[config.mk]
export PLATFORM = sky130hd
export DESIGN_NAME = audio_note_sequencer
export DESIGN_NICKNAME = d
export VERILOG_FILES = /design/src/rtl/audio_note_sequencer.sv
export SDC_FILE = /design/constraint.sdc
export NUM_CORES = 1
export LEC_CHECK = 0
export CAP_MARGIN = 0
export CORE_MARGIN = 2
export CORE_UTILIZATION = 55
export DETAILED_ROUTE_END_ITERATION = 10
export HOLD_SLACK_MARGIN = 0.1
export PLACE_DENSITY = 0.85
export SLEW_MARGIN = 15
export SYNTH_ARGS = -nofsm -noshare
export SYNTH_HDL_FRONTEND = slang
export SYNTH_SLANG_ARGS = --single-unit
export TNS_END_PERCENT = 5
[constraint.sdc]
create_clock -name clock -period 4 [get_ports clock]
set_input_delay 1.2 -clock clock [delete_from_list [all_inputs] [get_ports clock]]
set_output_delay 1.2 -clock clock [all_outputs]
set_load 0.005 [all_outputs]
[src/rtl/audio_note_sequencer.sv]
// Audio note sequencer: steps a programmable pattern through audio_wave (form/freq_id/new_f)
// and drives a mixer mute. Define AUDIO_SEQ_TEMPO_EN to add a tempo input scaling the beat.
module audio_note_sequencer #(
  parameter int unsigned BEAT_CYCLES = 1562500,
  parameter int unsigned STEPS       = 16,
  localparam int unsigned AW         = (STEPS > 1) ? $clog2(STEPS) : 1
) (
  input  logic          clock,
  input  logic          reset,
  input  logic          wr_en,
  input  logic [AW-1:0] wr_addr,
  input  logic [11:0]   wr_data,
  input  logic          start,
  input  logic          stop,
  input  logic          loop,
  input  logic [AW-1:0] last_step,
`ifdef AUDIO_SEQ_TEMPO_EN
  input  logic [7:0]    tempo,
`endif
  output logic [1:0]    form,
  output logic [4:0]    freq_id,
  output logic          new_f,
  output logic          mute,
  output logic          busy,
  output logic [AW-1:0] step,
  output logic          done
);

  typedef enum logic [0:0] {StIdle, StPlay} state_e;

  state_e        state_q, state_d;
  logic [11:0]   mem_q [STEPS];
  logic [AW-1:0] step_q, step_d, load_idx;
  logic [1:0]    form_q, form_d;
  logic [4:0]    freq_q, freq_d;
  logic          new_f_q, new_f_d, mute_q, mute_d;
  logic          busy_q, busy_d, done_q, done_d;
  logic [31:0]   presc_q, presc_d, beat_last;
  logic [3:0]    beat_q, beat_d, dur_q, dur_d;
  logic          load, at_end;
  logic [11:0]   entry;

`ifdef AUDIO_SEQ_TEMPO_EN
  logic [31:0] beat_len_q, beat_len_d;

  // Tempo is captured only when a step loads so a sounding note keeps its length.
  always_comb begin
    beat_len_d = beat_len_q;
    if (load) beat_len_d = (32'(tempo) + 32'd1) * 32'(BEAT_CYCLES);
  end

  always_ff @(posedge clock or negedge reset) begin
    if (!reset) beat_len_q <= 32'(BEAT_CYCLES);
    else        beat_len_q <= beat_len_d;
  end

  assign beat_last = beat_len_q - 32'd1;
`else
  assign beat_last = 32'(BEAT_CYCLES) - 32'd1;
`endif

  always_ff @(posedge clock or negedge reset) begin
    if (!reset) begin
      for (int unsigned i = 0; i < STEPS; i++) mem_q[i] <= '0;
    end else if (wr_en && (32'(wr_addr) < STEPS)) begin
      mem_q[wr_addr] <= wr_data;
    end
  end

  assign at_end = (step_q == last_step) || (step_q == AW'(STEPS - 1));

  always_comb begin
    state_d  = state_q;
    step_d   = step_q;
    form_d   = form_q;
    freq_d   = freq_q;
    new_f_d  = 1'b0;
    mute_d   = mute_q;
    busy_d   = busy_q;
    done_d   = 1'b0;
    presc_d  = presc_q;
    beat_d   = beat_q;
    dur_d    = dur_q;
    load     = 1'b0;
    load_idx = '0;
    entry    = '0;

    unique case (state_q)
      StIdle: begin
        if (start && !stop) begin
          load    = 1'b1;
          state_d = StPlay;
          busy_d  = 1'b1;
        end
      end
      StPlay: begin
        if (stop) begin
          state_d = StIdle;
          busy_d  = 1'b0;
          mute_d  = 1'b1;
        end else if (presc_q == beat_last) begin
          presc_d = '0;
          if (beat_q != dur_q) begin
            beat_d = beat_q + 4'd1;
          end else if (!at_end) begin
            load     = 1'b1;
            load_idx = step_q + AW'(1);
          end else if (loop) begin
            load = 1'b1;
          end else begin
            state_d = StIdle;
            busy_d  = 1'b0;
            mute_d  = 1'b1;
            done_d  = 1'b1;
          end
        end else begin
          presc_d = presc_q + 32'd1;
        end
      end
      default: state_d = StIdle;
    endcase

    // Memory read sees pre-write contents, so a same-cycle write does not affect this load.
    if (load) begin
      entry   = mem_q[load_idx];
      step_d  = load_idx;
      presc_d = '0;
      beat_d  = '0;
      dur_d   = entry[3:0];
      if (!entry[9]) begin
        form_d  = entry[11:10];
        freq_d  = entry[8:4];
        new_f_d = 1'b1;
        mute_d  = 1'b0;
      end else begin
        mute_d  = 1'b1;
      end
    end
  end

  always_ff @(posedge clock or negedge reset) begin
    if (!reset) begin
      state_q <= StIdle;
      step_q  <= '0;
      form_q  <= '0;
      freq_q  <= '0;
      new_f_q <= 1'b0;
      mute_q  <= 1'b1;
      busy_q  <= 1'b0;
      done_q  <= 1'b0;
      presc_q <= '0;
      beat_q  <= '0;
      dur_q   <= '0;
    end else begin
      state_q <= state_d;
      step_q  <= step_d;
      form_q  <= form_d;
      freq_q  <= freq_d;
      new_f_q <= new_f_d;
      mute_q  <= mute_d;
      busy_q  <= busy_d;
      done_q  <= done_d;
      presc_q <= presc_d;
      beat_q  <= beat_d;
      dur_q   <= dur_d;
    end
  end

  assign form    = form_q;
  assign freq_id = freq_q;
  assign new_f   = new_f_q;
  assign mute    = mute_q;
  assign busy    = busy_q;
  assign step    = step_q;
  assign done    = done_q;

endmodule

==> results.json, run 1 <==
{
  "outcome": "completed",
  "end_kind": "flop",
  "die-height_um": 151,
  "hpwl_mm": 18.8,
  "syn_inst": 972,
  "fin_skew_ps": 9.06,
  "wire_per_inst_um": 21.5,
  "cts_buffer_depth": 3,
  "grt_start_max_net_pins": 106,
  "drive_gt1_share_pct": 31.9,
  "core_area_um2": 21200,
  "netlist_top_cells_area": "dfrtp_1, mux2_2, mux4_2, nor2_1, clkbuf_1",
  "crit_fanout": 10,
  "finish.utilization_pct": 64.9,
  "ys.flop_type": "dfrtp_1",
  "drt_iter0_markers": 729,
  "pwr-share-seq_pct": 48.9,
  "grt_pass1_vias": 8672,
  "area_delta_synth_final_pct": 15.2,
  "clock_latency_ps": 530,
  "max_freq_ghz": 0.279,
  "irDropWorstVdd_uv": 251,
  "period_minus_slack_ps": 3590,
  "root_buffer": "clkbuf_16",
  "fin_crit_sh_pct": 89.8,
  "antenna_found_initial": 0,
  "powerDensity_nw_per_um2": 499,
  "synth_cell_types": 57,
  "cp.arrival_ps": 4040,
  "firstDrtPassIters": 4,
  "setup_tns_ps": 0,
  "intPower_mw": 5.15,
  "gp_congestion": 0.850,
  "grt_pass1_wl_mm": 46.9,
  "maxCapViolCount": 0,
  "pwr-share-comb_pct": 15.4,
  "vias": 8286,
  "die-area_um2": 22800,
  "io_buffers": 40,
  "vias_per_cell": 6.27,
  "yosysTopAreaCell": "dfrtp_1",
  "leakage_nw": 5.80,
  "rrSetupSlack_ps": 780,
  "overflow": 0,
  "grt_usage_pct": 26.3,
  "synth-warning-count": 0,
  "async_reset_ff_share_pct": 100,
  "nNetsFinal": 1056,
  "start_util_pct": 56.3,
  "ios": 41,
  "cts_buffers": 26,
  "synth_nets": 1001,
  "synth_area_um2": 11900,
  "synth_edf_count": 0,
  "p_sw_share_pct": 24.7,
  "p_switching_mw": 1.69,
  "hold_viol": 0,
  "setup_viol": 0,
  "finalPower_mw": 6.84,
  "crit_required_ps": 4450,
  "ys_ff_latch": 248,
  "synth.avg_cell_area_um2": 12.2,
  "die_w_um": 151,
  "crit_type": "input port to flop",
  "cts_tree": "built",
  "postCtsSetupRepairBufs": 0,
  "path_clk_slew_ps": 60,
  "relSlewSlack_pct": 41.1,
  "grt_setup_unrepaired": "false",
  "synth_seq_area_share_pct": 52.1,
  "cts.sinks": 248,
  "power.share.clock_pct": 35.7,
  "cts_hold_buf": 0,
  "hp-class": "flop to flop",
  "wl_mm": 28.4,
  "cts_htree_levels": 1,
  "slew_violations": 0,
  "drtAntennaViolNets": 0,
  "n_antenna_cell": 0,
  "drc_errors": 0,
  "cts_resized": 0,
  "max_slew.worst_pin.slew_ps": 884,
  "rows": 53,
  "startpoint_type": "input port",
  "yosysTopAreaCellShare_pct": 51.9
}
[layer usage]
metal | part of all wire [%] | global-route usage [%]
met1 | 42 | 36.0
met2 | 48 | 42.8
met3 | 7.0 | 4.28
met4 | 3.4 | 9.58
met5 | 0 | 0
[sequential cells by signal (all words and copies together), names as in the netlist]
signal   flops
step         4
form         2
state_q      1
new_f        1
mem_q      192
busy         1
freq_id      5
presc_q     32
beat_q       4
dur_q        4
done         1
mute         1
[stage by stage]
stage	setup WS [ps]	hold slack (ps)	instance area (µm²)	cells
2_1_floorplan	563	467	11900	972
3_3_place_gp	-16.1	479	12900	1274
3_5_place_dp	-105	485	12900	1274
4_1_cts	427	499	13700	1321
5_1_grt	180	517	13700	1321
6_report	410	498	13700	1321
[power groups by stage]
| stage | sequential [mW] | clock, mW | combinational, mW |
|---|---|---|---|
| floorplan | 3.27 | 0 | 0.747 |
| global placement | 3.34 | 0 | 0.999 |
| detailed placement | 3.37 | 0 | 1.05 |
| CTS | 3.34 | 2.48 | 1.06 |
| global route | 3.40 | 2.59 | 1.16 |
| finish | 3.34 | 2.44 | 1.05 |
[worst max-delay path, cell delays in order]
cell and delay [ps]:
clkdlybuf4s50_1 410, xor2_1 170, o41ai_1 820, or4_1 300, buf_4 200, nor3_2 60, buf_4 190, a2111oi_0 370
o32ai_1 150, a31oi_1 160
[cells by family (layout without fill, tap and decap cells)]
| kind of cell | Yosys count | in the layout | synth area share, % |
|---|---|---|---|
| AOI/OAI and AO/OA | 123 | 123 | 7.50 |
| adders and majority gates | 3 | 3 | 0.315 |
| xor gates and xnor gates | 39 | 39 | 2.87 |
| buffers and inverters | 79 | 153 | 2.54 |
| DFF | 248 | 248 | 52.1 |
| and+or+nand+nor | 233 | 233 | 9.96 |
| muxes | 247 | 247 | 24.7 |
[synthesized netlist by cell type, types with 12 or more instances]
| library cell | n |
|---|---|
| nor2_1 | 72 |
| mux2i_1 | 19 |
| o41ai_1 | 18 |
| xor2_1 | 22 |
| nand3_1 | 14 |
| nor4_1 | 17 |
| a21oi_1 | 19 |
| clkbuf_1 | 53 |
| mux2_2 | 208 |
| xnor2_1 | 17 |
| inv_1 | 15 |
| nand4_1 | 12 |
| nand2b_1 | 20 |
| mux4_2 | 14 |
| a211oi_1 | 16 |
| o21ai_0 | 23 |
| dfrtp_1 | 247 |
| nand2_1 | 53 |
[area by class of cell]
class,instances,area (µm²)
fillers,1456,7430
flip-flops and latches,248,6210
multi-input cells,645,5410
repair buffers,91,838
clock buffers,37,733
well taps,275,344
clock inverters,10,131
inverters,15,56.3
[path summary, 6_finish.rpt]
path,startpoint,endpoint,depth (start not counted)
setup / recovery,last_step[3],dur_q[0]$_DFFE_PN0P_,10
hold / removal,mem_q[137]$_DFFE_PN0P_,mem_q[137]$_DFFE_PN0P_,1
max in group asynchronous,reset,mem_q[115]$_DFFE_PN0P_,2
setup reg to reg,step[1]$_DFFE_PN0P_,freq_id[4]$_DFFE_PN0P_,10
min in group asynchronous,reset,presc_q[20]$_DFFE_PN0P_,1
hold reg to reg,mem_q[137]$_DFFE_PN0P_,mem_q[137]$_DFFE_PN0P_,1
[cell usage in the layout, fill, tap and decap left out, types with 7 or more instances in the layout]
master           synthesis  layout
clkdlybuf4s50_1          0      39
mux2i_1                 19      19
a21oi_1                 19      18
clkbuf_16                0      27
a31oi_1                  7       7
mux2_2                 208     208
nor2_1                  72      72
dfrtp_1                247     246
mux4_2                  14      14
clkbuf_1                53       8
nand2b_1                20      20
o21ai_0                 23      23
xnor2_1                 17      17
nand2_1                 53      53
inv_1                   15      15
o221ai_1                 7       7
a211oi_1                16      16
nor4_1                  17      17
nand3_1                 14      14
nand4_1                 12      12
xor2_1                  22      21
buf_4                    0      47
o41ai_1                 18      18
(Power assumes the default switching activity.)
==> inputs of run 2 (changes only) <==
--- a/config.mk
+++ b/config.mk
@@ -15,4 +15,3 @@
 export SYNTH_ARGS = -nofsm -noshare
 export SYNTH_HDL_FRONTEND = slang
 export SYNTH_SLANG_ARGS = --single-unit
-export TNS_END_PERCENT = 5
==> results of run 2 <==
Final layout, timing and power as in run 1 (identical DEF).
==> inputs of run 3 (changes only) <==
--- a/config.mk
+++ b/config.mk
@@ -6,6 +6,7 @@
 export NUM_CORES = 1
 export LEC_CHECK = 0
 export CAP_MARGIN = 0
+export CORE_ASPECT_RATIO = 0.8
 export CORE_MARGIN = 2
 export CORE_UTILIZATION = 55
 export DETAILED_ROUTE_END_ITERATION = 10
==> results.json, run 3 (synthesis gave the netlist of run 1 again) <==
{
  "drive_gt1_share_pct": 33.3,
  "drc_errors": 0,
  "root_buffer": "clkbuf_16",
  "hp-class": "flop to flop",
  "fin_skew_ps": 16.6,
  "cp_top_family": "buffers and inverters",
  "crit_top_cell": "buf_4",
  "fin_crit_sh_pct": 94.1,
  "path_clk_slew_ps": 60,
  "grt_pass1_vias": 8642,
  "cts_tree": "built",
  "finish.utilization_pct": 64.5,
  "drtAntennaViolNets": 0,
  "cts.sinks": 248,
  "irDropWorstVdd_uv": 378,
  "hold_viol": 0,
  "final_cell_mix": "dfrtp_1, mux2_2, nor2_1",
  "drt_iter0_markers": 828,
  "ios": 41,
  "leakage_nw": 5.85,
  "antenna_found_initial": 0,
  "io_buffers": 40,
  "place_area_um2": 13000,
  "outcome": "completed",
  "die_w_um": 169,
  "rows": 48,
  "period_minus_slack_ps": 3760,
  "slew_violations": 0,
  "firstDrtPassIters": 5,
  "max_slew.worst_pin.slew_ps": 1220,
  "end_kind": "flop",
  "grt_start_max_net_pins": 99,
  "cts_buffers": 25,
  "holdPathStages": 1,
  "cp-startpoint": "last_step[3]",
  "p_switching_mw": 1.71,
  "cts_hold_buf": 0,
  "area_delta_synth_final_pct": 15.8,
  "pwr-share-comb_pct": 15.8,
  "grt_usage_pct": 27.2,
  "final_common_cell": "dfrtp_1",
  "hpwl_mm": 20.1,
  "crit_required_ps": 4420,
  "cp.arrival_ps": 4180,
  "startpoint_type": "input port",
  "power.share.clock_pct": 34.8,
  "hold_end": "mem_q[22]$_DFFE_PN0P_",
  "rrSetupSlack_ps": 700,
  "cts_htree_levels": 1,
  "clock_latency_ps": 530,
  "largest_register_ffs": 192,
  "r2r_start": "step[1]$_DFFE_PN0P_",
  "finalInstanceArea_um2": 13800,
  "relSlewSlack_pct": 17.9,
  "wire_per_inst_um": 22.4,
  "worstHoldStart": "mem_q[22]$_DFFE_PN0P_",
  "cts_buffer_depth": 3,
  "rr_worst_depth": 12,
  "start_util_pct": 55.7,
  "die-height_um": 136,
  "grt_setup_unrepaired": "false",
  "vias_per_cell": 6.31,
  "n_antenna_cell": 0,
  "crit_fanout": 13,
  "vias": 8401,
  "wl_mm": 29.9,
  "cp_cell_sequence": "clkdlybuf4s50_1, xor2_1, o41ai_1, buf_4, or4_1, buf_4, buf_4, o41ai_1, nand3_1, a2bb2oi_4, buf_12, mux2_4",
  "nNetsFinal": 1068,
  "pwr-share-seq_pct": 49.4,
  "grt_pass1_wl_mm": 47.9,
  "p_sw_share_pct": 25.2,
  "r2r_end": "freq_id[2]$_DFFE_PN0P_",
  "critPathMaxStageDelay_ps": 520,
  "setup_viol": 0,
  "crit_type": "input port to flop",
  "max_freq_ghz": 0.266,
  "die-area_um2": 22800,
  "largest-register": "mem_q",
  "overflow": 0,
  "path_buf_inv": 5,
  "maxCapViolCount": 0,
  "intPower_mw": 5.07,
  "critPathSlowestCell": "or4_1",
  "cts_resized": 0,
  "gp_congestion": 0.886,
  "core_area_um2": 21400,
  "postCtsSetupRepairBufs": 0,
  "powerDensity_nw_per_um2": 492
}
==> run 3: worst max-delay path by stage <==
stage / to / slack (ps) / cells past startpoint
floorplan: form[1]$_DFFE_PN0P_ / 560 / 7
global placement: freq_id[0]$_DFFE_PN0P_ / -140 / 12
detailed placement: freq_id[4]$_DFFE_PN0P_ / -170 / 12
CTS: freq_id[2]$_DFFE_PN0P_ / 290 / 12
global route: freq_id[0]$_DFFE_PN0P_ / 110 / 12
finish: freq_id[2]$_DFFE_PN0P_ / 240 / 12
==> run 3: power by group through the flow <==
| stage | sequential [mW] | combinational [mW] | clock [mW] |
|---|---|---|---|
| after floorplan | 3.27 | 0.747 | 0 |
| after global placement | 3.35 | 1.02 | 0 |
| after detailed placement | 3.38 | 1.07 | 0 |
| after CTS | 3.34 | 1.08 | 2.38 |
| after global routing | 3.41 | 1.18 | 2.49 |
| final | 3.35 | 1.07 | 2.36 |
==> run 3: stage by stage <==
stage / hold slack (ps) / setup TNS [ps] / worst slack, ps / power (mW) / instances
final: 503 / 0 / 237 / 6.78 / 1332
after global routing: 516 / 0 / 107 / 7.07 / 1332
after CTS: 498 / 0 / 291 / 6.81 / 1332
after detailed placement: 486 / -1000 / -168 / 4.46 / 1287
after global placement: 479 / -838 / -140 / 4.37 / 1287
after floorplan: 467 / 0 / 563 / 4.01 / 972
==> run 3: layer usage <==
| layer | vias to the layer above | global-route usage (%) | wire length (µm) |
|---|---|---|---|
| met5 | - | 0 | 0 |
| met2 | 334 | 43.4 | 13900 |
| li1 | 3702 | - | - |
| met4 | 0 | 10.1 | 1070 |
| met3 | 71 | 4.44 | 2100 |
| met1 | 4294 | 37.9 | 12800 |
==> run 3: area by class of cell <==
class | count | area [µm²]
clock buffers | 31 | 698
multi-input cells | 645 | 5410
fillers | 1540 | 7600
inverters | 15 | 56.3
flip-flops and latches | 248 | 6210
clock inverters | 14 | 133
repair buffers | 104 | 936
well taps | 275 | 344
